<file path="config.mk">
export PLATFORM = sky130hd
export DESIGN_NAME = stream_input_reader
export DESIGN_NICKNAME = d
export VERILOG_FILES = /design/src/rtl/libstf_pkg.sv /design/src/rtl/read_request_splitter.sv /design/src/rtl/stream_input_reader.sv
export SDC_FILE = /design/constraint.sdc
export NUM_CORES = 1
export LEC_CHECK = 0
export ABC_CLOCK_PERIOD_IN_PS = 21000
export CAP_MARGIN = 20
export CORE_AREA = 2 2 533 535
export DETAILED_ROUTE_END_ITERATION = 10
export DIE_AREA = 0 0 535 537
export PLACE_DENSITY = 0.3
export RECOVER_POWER = 100
export SKIP_LAST_GASP = 1
export SYNTH_ARGS = -nofsm -noshare
export SYNTH_HDL_FRONTEND = slang
export SYNTH_SLANG_ARGS = --single-unit
</file>
<file path="constraint.sdc">
create_clock -name clk -period 21 [get_ports clk]
set_clock_uncertainty 0.1 [all_clocks]
set_input_delay 4.2 -clock clk [delete_from_list [all_inputs] [get_ports clk]]
set_output_delay 4.2 -clock clk [all_outputs]
set_load 0.05 [all_outputs]
</file>
<file path="src/rtl/libstf_pkg.sv">
// -----------------------------------------------------------------------------
// libstf -- shared definitions for the stream reader slice.
//
// Contents:
//   BEAT_BYTES / BEAT_SHIFT : bytes carried by one 512-bit data beat
//   REQ_LEN_W               : width of the read-request length field
//   state_e                 : reader FSM states
//   cfg_len_ok()            : a job length is usable when nonzero and
//                             a whole number of beats
// -----------------------------------------------------------------------------
package libstf;

    localparam int BEAT_BYTES = 64;
    localparam int BEAT_SHIFT = 6;
    localparam int REQ_LEN_W  = 28;

    typedef enum logic [1:0] {
        ST_IDLE   = 2'd0,
        ST_ISSUE  = 2'd1,
        ST_DRAIN  = 2'd2,
        ST_NOTIFY = 2'd3
    } state_e;

    function automatic logic cfg_len_ok(input logic [31:0] len);
        return (len != 32'd0) && (len[BEAT_SHIFT-1:0] == '0);
    endfunction

endpackage

</file>
<file path="src/rtl/read_request_splitter.sv">
// -----------------------------------------------------------------------------
// read_request_splitter -- cuts one job into read requests of at most
// TRANSFER_LENGTH_BYTES and presents them on the sq_rd channel.
//
// Ports:
//   clk, rst        clock, asynchronous active-high reset
//   load            accept a new job (load_vaddr / load_len)
//   issue_en        FSM is in the issuing phase
//   credit_ok       fewer than the allowed number of requests in flight
//   sq_rd_*         registered request channel (valid/ready handshake)
// -----------------------------------------------------------------------------
module read_request_splitter
    import libstf::*;
#(
    parameter int TRANSFER_LENGTH_BYTES = 4096
) (
    input  logic                 clk,
    input  logic                 rst,
    input  logic                 load,
    input  logic [47:0]          load_vaddr,
    input  logic [31:0]          load_len,
    input  logic                 issue_en,
    input  logic                 credit_ok,
    input  logic                 sq_rd_ready,
    output logic                 sq_rd_valid,
    output logic [47:0]          sq_rd_vaddr,
    output logic [REQ_LEN_W-1:0] sq_rd_len,
    output logic                 sq_rd_last
);

    localparam logic [31:0] XFER = 32'(TRANSFER_LENGTH_BYTES);

    logic [47:0] addr_q;
    logic [31:0] remaining_q;
    logic        fire;

    assign fire = sq_rd_valid && sq_rd_ready;

    // Address and remaining count advance on the handshake, so the next
    // request is built one cycle later from the already-updated values.
    // NOTE: state registers use non-blocking assignments so every flop
    // samples the pre-edge value of every other flop.
    always_ff @(posedge clk or posedge rst) begin
        if (rst) begin
            addr_q      <= '0;
            remaining_q <= '0;
        end else if (load) begin
            addr_q      <= load_vaddr;
            remaining_q <= load_len;
        end else if (fire) begin
            addr_q      <= addr_q + 48'(sq_rd_len);
            remaining_q <= remaining_q - 32'(sq_rd_len);
        end
    end

    // Request fields are captured once and held until accepted.
    always_ff @(posedge clk or posedge rst) begin
        if (rst) begin
            sq_rd_valid <= 1'b0;
            sq_rd_vaddr <= '0;
            sq_rd_len   <= '0;
            sq_rd_last  <= 1'b0;
        end else if (fire) begin
            sq_rd_valid <= 1'b0;
        end else if (!sq_rd_valid && issue_en && credit_ok && remaining_q != 32'd0) begin
            sq_rd_valid <= 1'b1;
            sq_rd_vaddr <= addr_q;
            if (remaining_q <= XFER) begin
                sq_rd_len  <= REQ_LEN_W'(remaining_q);
                sq_rd_last <= 1'b1;
            end else begin
                sq_rd_len  <= REQ_LEN_W'(XFER);
                sq_rd_last <= 1'b0;
            end
        end
    end

endmodule

</file>
<file path="src/rtl/stream_input_reader.sv">
// -----------------------------------------------------------------------------
// stream_input_reader -- accepts a host-read job, issues the read requests,
// passes the returned data beats through to the user stream and raises a
// completion notification once all data and completions are in.
//
// Ports:
//   clk, rst                          clock, asynchronous active-high reset
//   cfg_*                             job descriptor (vaddr, len)
//   sq_rd_*                           read requests to the host
//   cq_rd_valid                       one read completion per pulse
//   in_t*                             host data stream (in_tlast unused)
//   out_t*                            user data stream, zero-latency
//   notify_*                          job-done notification (len)
//   err                               sticky protocol-error flag
// -----------------------------------------------------------------------------
module stream_input_reader
    import libstf::*;
#(
    parameter int AXI_STRM_ID           = 0,
    parameter int TRANSFER_LENGTH_BYTES = 4096,
    parameter int MAX_OUTSTANDING       = 8
) (
    input  logic                 clk,
    input  logic                 rst,

    input  logic                 cfg_valid,
    output logic                 cfg_ready,
    input  logic [47:0]          cfg_vaddr,
    input  logic [31:0]          cfg_len,

    output logic                 sq_rd_valid,
    input  logic                 sq_rd_ready,
    output logic [47:0]          sq_rd_vaddr,
    output logic [REQ_LEN_W-1:0] sq_rd_len,
    output logic [1:0]           sq_rd_strm,
    output logic                 sq_rd_last,

    input  logic                 cq_rd_valid,

    input  logic [511:0]         in_tdata,
    input  logic [63:0]          in_tkeep,
    input  logic                 in_tlast,
    input  logic                 in_tvalid,
    output logic                 in_tready,

    output logic [511:0]         out_tdata,
    output logic [63:0]          out_tkeep,
    output logic                 out_tlast,
    output logic                 out_tvalid,
    input  logic                 out_tready,

    output logic                 notify_valid,
    input  logic                 notify_ready,
    output logic [31:0]          notify_len,

    output logic                 err
);

    localparam int OUT_W = $clog2(MAX_OUTSTANDING + 1);

    state_e                  state;
    logic [31:0]             len_q;
    logic [31-BEAT_SHIFT:0]  beats_left;
    logic [OUT_W-1:0]        outstanding;

    logic cfg_hs, cfg_good, sq_fire, beat_fire, gate, cq_spurious;

    // Host tlast is redundant: the beat count comes from the job length.
    logic unused_in_tlast;
    assign unused_in_tlast = in_tlast;

    assign cfg_ready   = (state == ST_IDLE);
    assign cfg_hs      = cfg_valid && cfg_ready;
    assign cfg_good    = cfg_len_ok(cfg_len);
    assign sq_fire     = sq_rd_valid && sq_rd_ready;
    assign cq_spurious = cq_rd_valid && (outstanding == '0) && !sq_fire;

    // Data path: pure combinational pass-through, opened only while a job
    // still expects beats.
    assign gate       = ((state == ST_ISSUE) || (state == ST_DRAIN)) && (beats_left != '0);
    assign out_tvalid = in_tvalid && gate;
    assign in_tready  = out_tready && gate;
    assign out_tdata  = in_tdata;
    assign out_tkeep  = in_tkeep;
    assign out_tlast  = gate && (beats_left == 1);
    assign beat_fire  = out_tvalid && out_tready;

    assign notify_valid = (state == ST_NOTIFY);
    assign notify_len   = len_q;
    assign sq_rd_strm   = 2'(AXI_STRM_ID);

    read_request_splitter #(
        .TRANSFER_LENGTH_BYTES(TRANSFER_LENGTH_BYTES)
    ) u_splitter (
        .clk        (clk),
        .rst        (rst),
        .load       (cfg_hs && cfg_good),
        .load_vaddr (cfg_vaddr),
        .load_len   (cfg_len),
        .issue_en   (state == ST_ISSUE),
        .credit_ok  (outstanding < OUT_W'(MAX_OUTSTANDING)),
        .sq_rd_ready(sq_rd_ready),
        .sq_rd_valid(sq_rd_valid),
        .sq_rd_vaddr(sq_rd_vaddr),
        .sq_rd_len  (sq_rd_len),
        .sq_rd_last (sq_rd_last)
    );

    // NOTE: state registers use non-blocking assignments so every flop
    // samples the pre-edge value of every other flop.
    always_ff @(posedge clk or posedge rst) begin
        if (rst) begin
            state <= ST_IDLE;
            len_q <= '0;
        end else begin
            case (state)
                ST_IDLE: begin
                    if (cfg_hs) begin
                        len_q <= cfg_len;
                        // A bad length is consumed and flagged; no job starts.
                        if (cfg_good) state <= ST_ISSUE;
                    end
                end
                ST_ISSUE: begin
                    if (sq_fire && sq_rd_last) state <= ST_DRAIN;
                end
                ST_DRAIN: begin
                    if (outstanding == '0 && beats_left == '0) state <= ST_NOTIFY;
                end
                ST_NOTIFY: begin
                    if (notify_ready) state <= ST_IDLE;
                end
                default: state <= ST_IDLE;
            endcase
        end
    end

    always_ff @(posedge clk or posedge rst) begin
        if (rst) begin
            beats_left <= '0;
        end else if (cfg_hs && cfg_good) begin
            beats_left <= cfg_len[31:BEAT_SHIFT];
        end else if (beat_fire) begin
            beats_left <= beats_left - 1'b1;
        end
    end

    // A request and a completion in the same cycle cancel out.
    always_ff @(posedge clk or posedge rst) begin
        if (rst) begin
            outstanding <= '0;
        end else if (sq_fire && !cq_rd_valid) begin
            outstanding <= outstanding + 1'b1;
        end else if (!sq_fire && cq_rd_valid && outstanding != '0) begin
            outstanding <= outstanding - 1'b1;
        end
    end

    always_ff @(posedge clk or posedge rst) begin
        if (rst) begin
            err <= 1'b0;
        end else if ((cfg_hs && !cfg_good) || cq_spurious) begin
            err <= 1'b1;
        end
    end

endmodule

</file>
==> results.py <==
metrics = {
    "clock_tree": {
        "cts_setup_buffers": 0,
        "cts_tree": "yes",
        "h-tree-depth": 2,
        "cts.sinks": 223,
        "root_buffer": "clkbuf_16",
        "clk_path_buf_depth": 3,
        "clk_pin_slew_ns": 0.05,
        "cts_hold_buffers": 0,
        "cts_buffers": 34,
        "clk_latency_ns": 0.64,
        "cts_resized": 0,
    },
    "yosys": {
        "ys_top_cells_by_count": "578 x buf_4, 267 x nand2_1, 223 x dfrtp_1",
        "synth_top_area_share_pct": 32.7,
        "synth_edf_count": 0,
        "yosysMostFrequentCell": "buf_4",
        "async_reset_ff_share_pct": 100,
        "synth_top_area_cell": "dfrtp_1",
        "syn_inst": 2010,
        "ys_dominant_reg_cell": "dfrtp_1",
        "synth-seq-cells": 223,
        "ys_types": 78,
        "yosysSeqAreaShare_pct": 32.7,
        "netlist_area_mm2": 0.0171,
        "synth_warnings": 0,
        "synth_area_leaders": "dfrtp_1 33%, buf_4 25%, nand2_1 5.9%",
        "syn_area_per_cell_um2": 8.49,
    },
    "worst_setup_path": {
        "cp-start-kind": "input pin",
        "startpoint": "rst",
        "cp_data_arrival_time_ns": 12.13,
        "worstSetupPathType": "in -> async",
        "path_max_fanout": 89,
        "cp-end-kind": "asynchronous set/reset pin",
        "critPathRequiredTime_ns": 20.85,
        "r2r_start": "state[0]",
        "r2r_setup_slack_ns": 14.21,
    },
    "grt": {
        "grt_start_max_net_pins": 90,
        "grt_pass1_vias": 12800,
        "grt_pass1_wl_um": 145000,
        "grt_usage_pct": 7.81,
        "antenna_found_initial": 20,
        "overflow": 0,
    },
    "floorplanning": {
        "fp.dieArea_mm2": 0.287,
        "ioPinCount": 1359,
        "core_mm2": 0.281,
        "die_w_um": 535,
        "start_util_pct": 6.07,
        "die_height_um": 537,
        "rows": 195,
    },
    "placed_design": {
        "io_buffers": 203,
        "place_inst": 5344,
        "dp_hpwl_um": 97500,
        "dp_slack_ns": 10.89,
        "gp_congestion": 0.741,
    },
    "power_and_ir_drop": {
        "vdd_ir_drop_max_v": 0.0000672,
        "pwr_density_cell_mw_per_mm2": 122,
        "p_leak_uw": 0.00754,
    },
    "sta": {
        "post-route-min-period_ns": 12.28,
        "tns_ns": 0,
        "slew-limit-headroom_pct": -207,
        "hold_viol": 0,
        "max_freq_ghz": 0.0814,
        "rsz0062_at_grt": "false",
        "setup_slack_ns": 8.72,
        "setup_viol": 0,
        "slew_viol_final": 629,
        "max_slew.worst_pin.slew_ns": 4.60,
        "fin_crit_sh_pct": 58.5,
    },
    "routing": {
        "wl_per_cell_um": 21.6,
        "wl_um": 117000,
        "dr.pass1.iters": 7,
        "antenna_left": 0,
        "drc": 0,
        "drt_iter0_markers": 574,
        "via_count": 12400,
        "via_per_inst": 2.30,
    },
    "finish": {
        "final_cells": 5409,
        "area_growth_pct": 20.3,
        "fillCellCount": 33000,
        "final_util_pct": 7.30,
        "final_nets": 2370,
        "drive_above_1_share_pct": 7.82,
    },
    "run_status": {
        "status": "finished with violations",
        "violations": "capacitance limit, slew limit",
    },
    "worst_hold_path": {
        "worstHoldStart": "u_splitter.sq_rd_vaddr[16]",
        "min_path_type": "reg -> reg",
    },
    "flow_run": {
        "drv_cap": 14,
    },
}
==> routing by layer <==
layer  global-route usage, %  wire (um)  up-vias
met2                    12.7      53700      846
met5                   0.197         81        -
met3                    5.69      19900      501
met1                    5.95      30600     5671
met4                    7.45      12400        4
li1                        -          -     5417
==> state kept, by name (all words and copies together) (netlist names) <==
| signal | flops |
|---|---|
| u_splitter.sq_rd_len | 28 |
| notify_len | 32 |
| err | 1 |
| beats_left | 26 |
| u_splitter.sq_rd_last | 1 |
| outstanding | 4 |
| u_splitter.addr_q | 48 |
| u_splitter.remaining_q | 32 |
| u_splitter.sq_rd_vaddr | 48 |
| u_splitter.sq_rd_valid | 1 |
| state | 2 |
==> layout by cell type, fill, tap and decap left out, drive strengths merged, types with 4 or more instances in the layout <==
cell type	Yosys	layout
clkdlybuf4s50	0	82
nand2	268	268
clkinv	0	10
buf	589	12
a21oi	109	109
mux2	34	34
inv	54	55
or4	6	6
o21ai	89	89
xnor2	51	51
nand4	11	11
clkbuf	48	57
or3	18	18
nand2b	8	8
dlygate4sd3	0	120
nor2	134	134
ha	65	65
nor4	16	16
a211oi	12	12
o211ai	4	4
a21o	30	30
o21a	10	10
nand3	29	29
mux2i	5	5
o21bai	4	4
dfrtp	223	223
and3	24	24
a31oi	37	37
nor3	28	28
xor2	31	31
and2	10	10
nor2b	7	7
bufinv	0	5
==> worst max-delay path: stages <==
cell           delay [ns]
dlygate4sd3_1        0.55
clkinvlp_2           2.51
clkbuf_1             2.23
clkbuf_1             2.48
==> logic make-up (layout without fill, tap and decap cells) <==
logic type | after synthesis | after routing | share of synthesized area (%)
buf+inv | 691 | 343 | 28.2
simple gates | 573 | 573 | 15.1
compound gates | 333 | 333 | 12.1
flops | 223 | 223 | 32.7
xor+xnor | 82 | 82 | 4.21
fa+ha+maj | 68 | 68 | 5.12
mux | 39 | 39 | 2.54
other cells | 1 | 5 | 0.0220
==> cell type report <==
class | instances | area [um^2] | area share [%]
diodes | 3 | 7.51 | 0.0366
clock buffers | 44 | 938 | 4.57
clock inverters | 18 | 269 | 1.31
inverters | 54 | 204 | 0.993
multi-input cells | 1097 | 6690 | 32.6
flip-flops and latches | 223 | 5580 | 27.2
well taps | 3743 | 4680 | 22.8
repair buffers | 227 | 2160 | 10.5
==> stage by stage <==
stage / hold WS, ns / power (uW) / area (um^2)
floorplan: 0.348 / 1770 / 17100
global placement: 0.370 / 1920 / 19400
detailed placement: 0.368 / 1920 / 19400
CTS: 0.384 / 2620 / 20600
global route: 0.400 / 2690 / 20500
finish: 0.368 / 2510 / 20500
==> power breakdown <==
part	switching (uW)	internal [uW]
combinational	739	396
clock	275	382
sequential	133	583
total	1150	1360
==> final timing paths <==
path,endpoint,depth (start not counted)
hold / removal,u_splitter.sq_rd_vaddr[16],2
hold reg to reg,u_splitter.sq_rd_vaddr[16],2
min in group asynchronous,u_splitter.sq_rd_vaddr[2],2
setup / recovery,u_splitter.sq_rd_vaddr[29],4
setup reg to reg,u_splitter.addr_q[21],7
max in group clk,u_splitter.addr_q[21],10
Note: power is estimated with default switching activity, not from simulation.
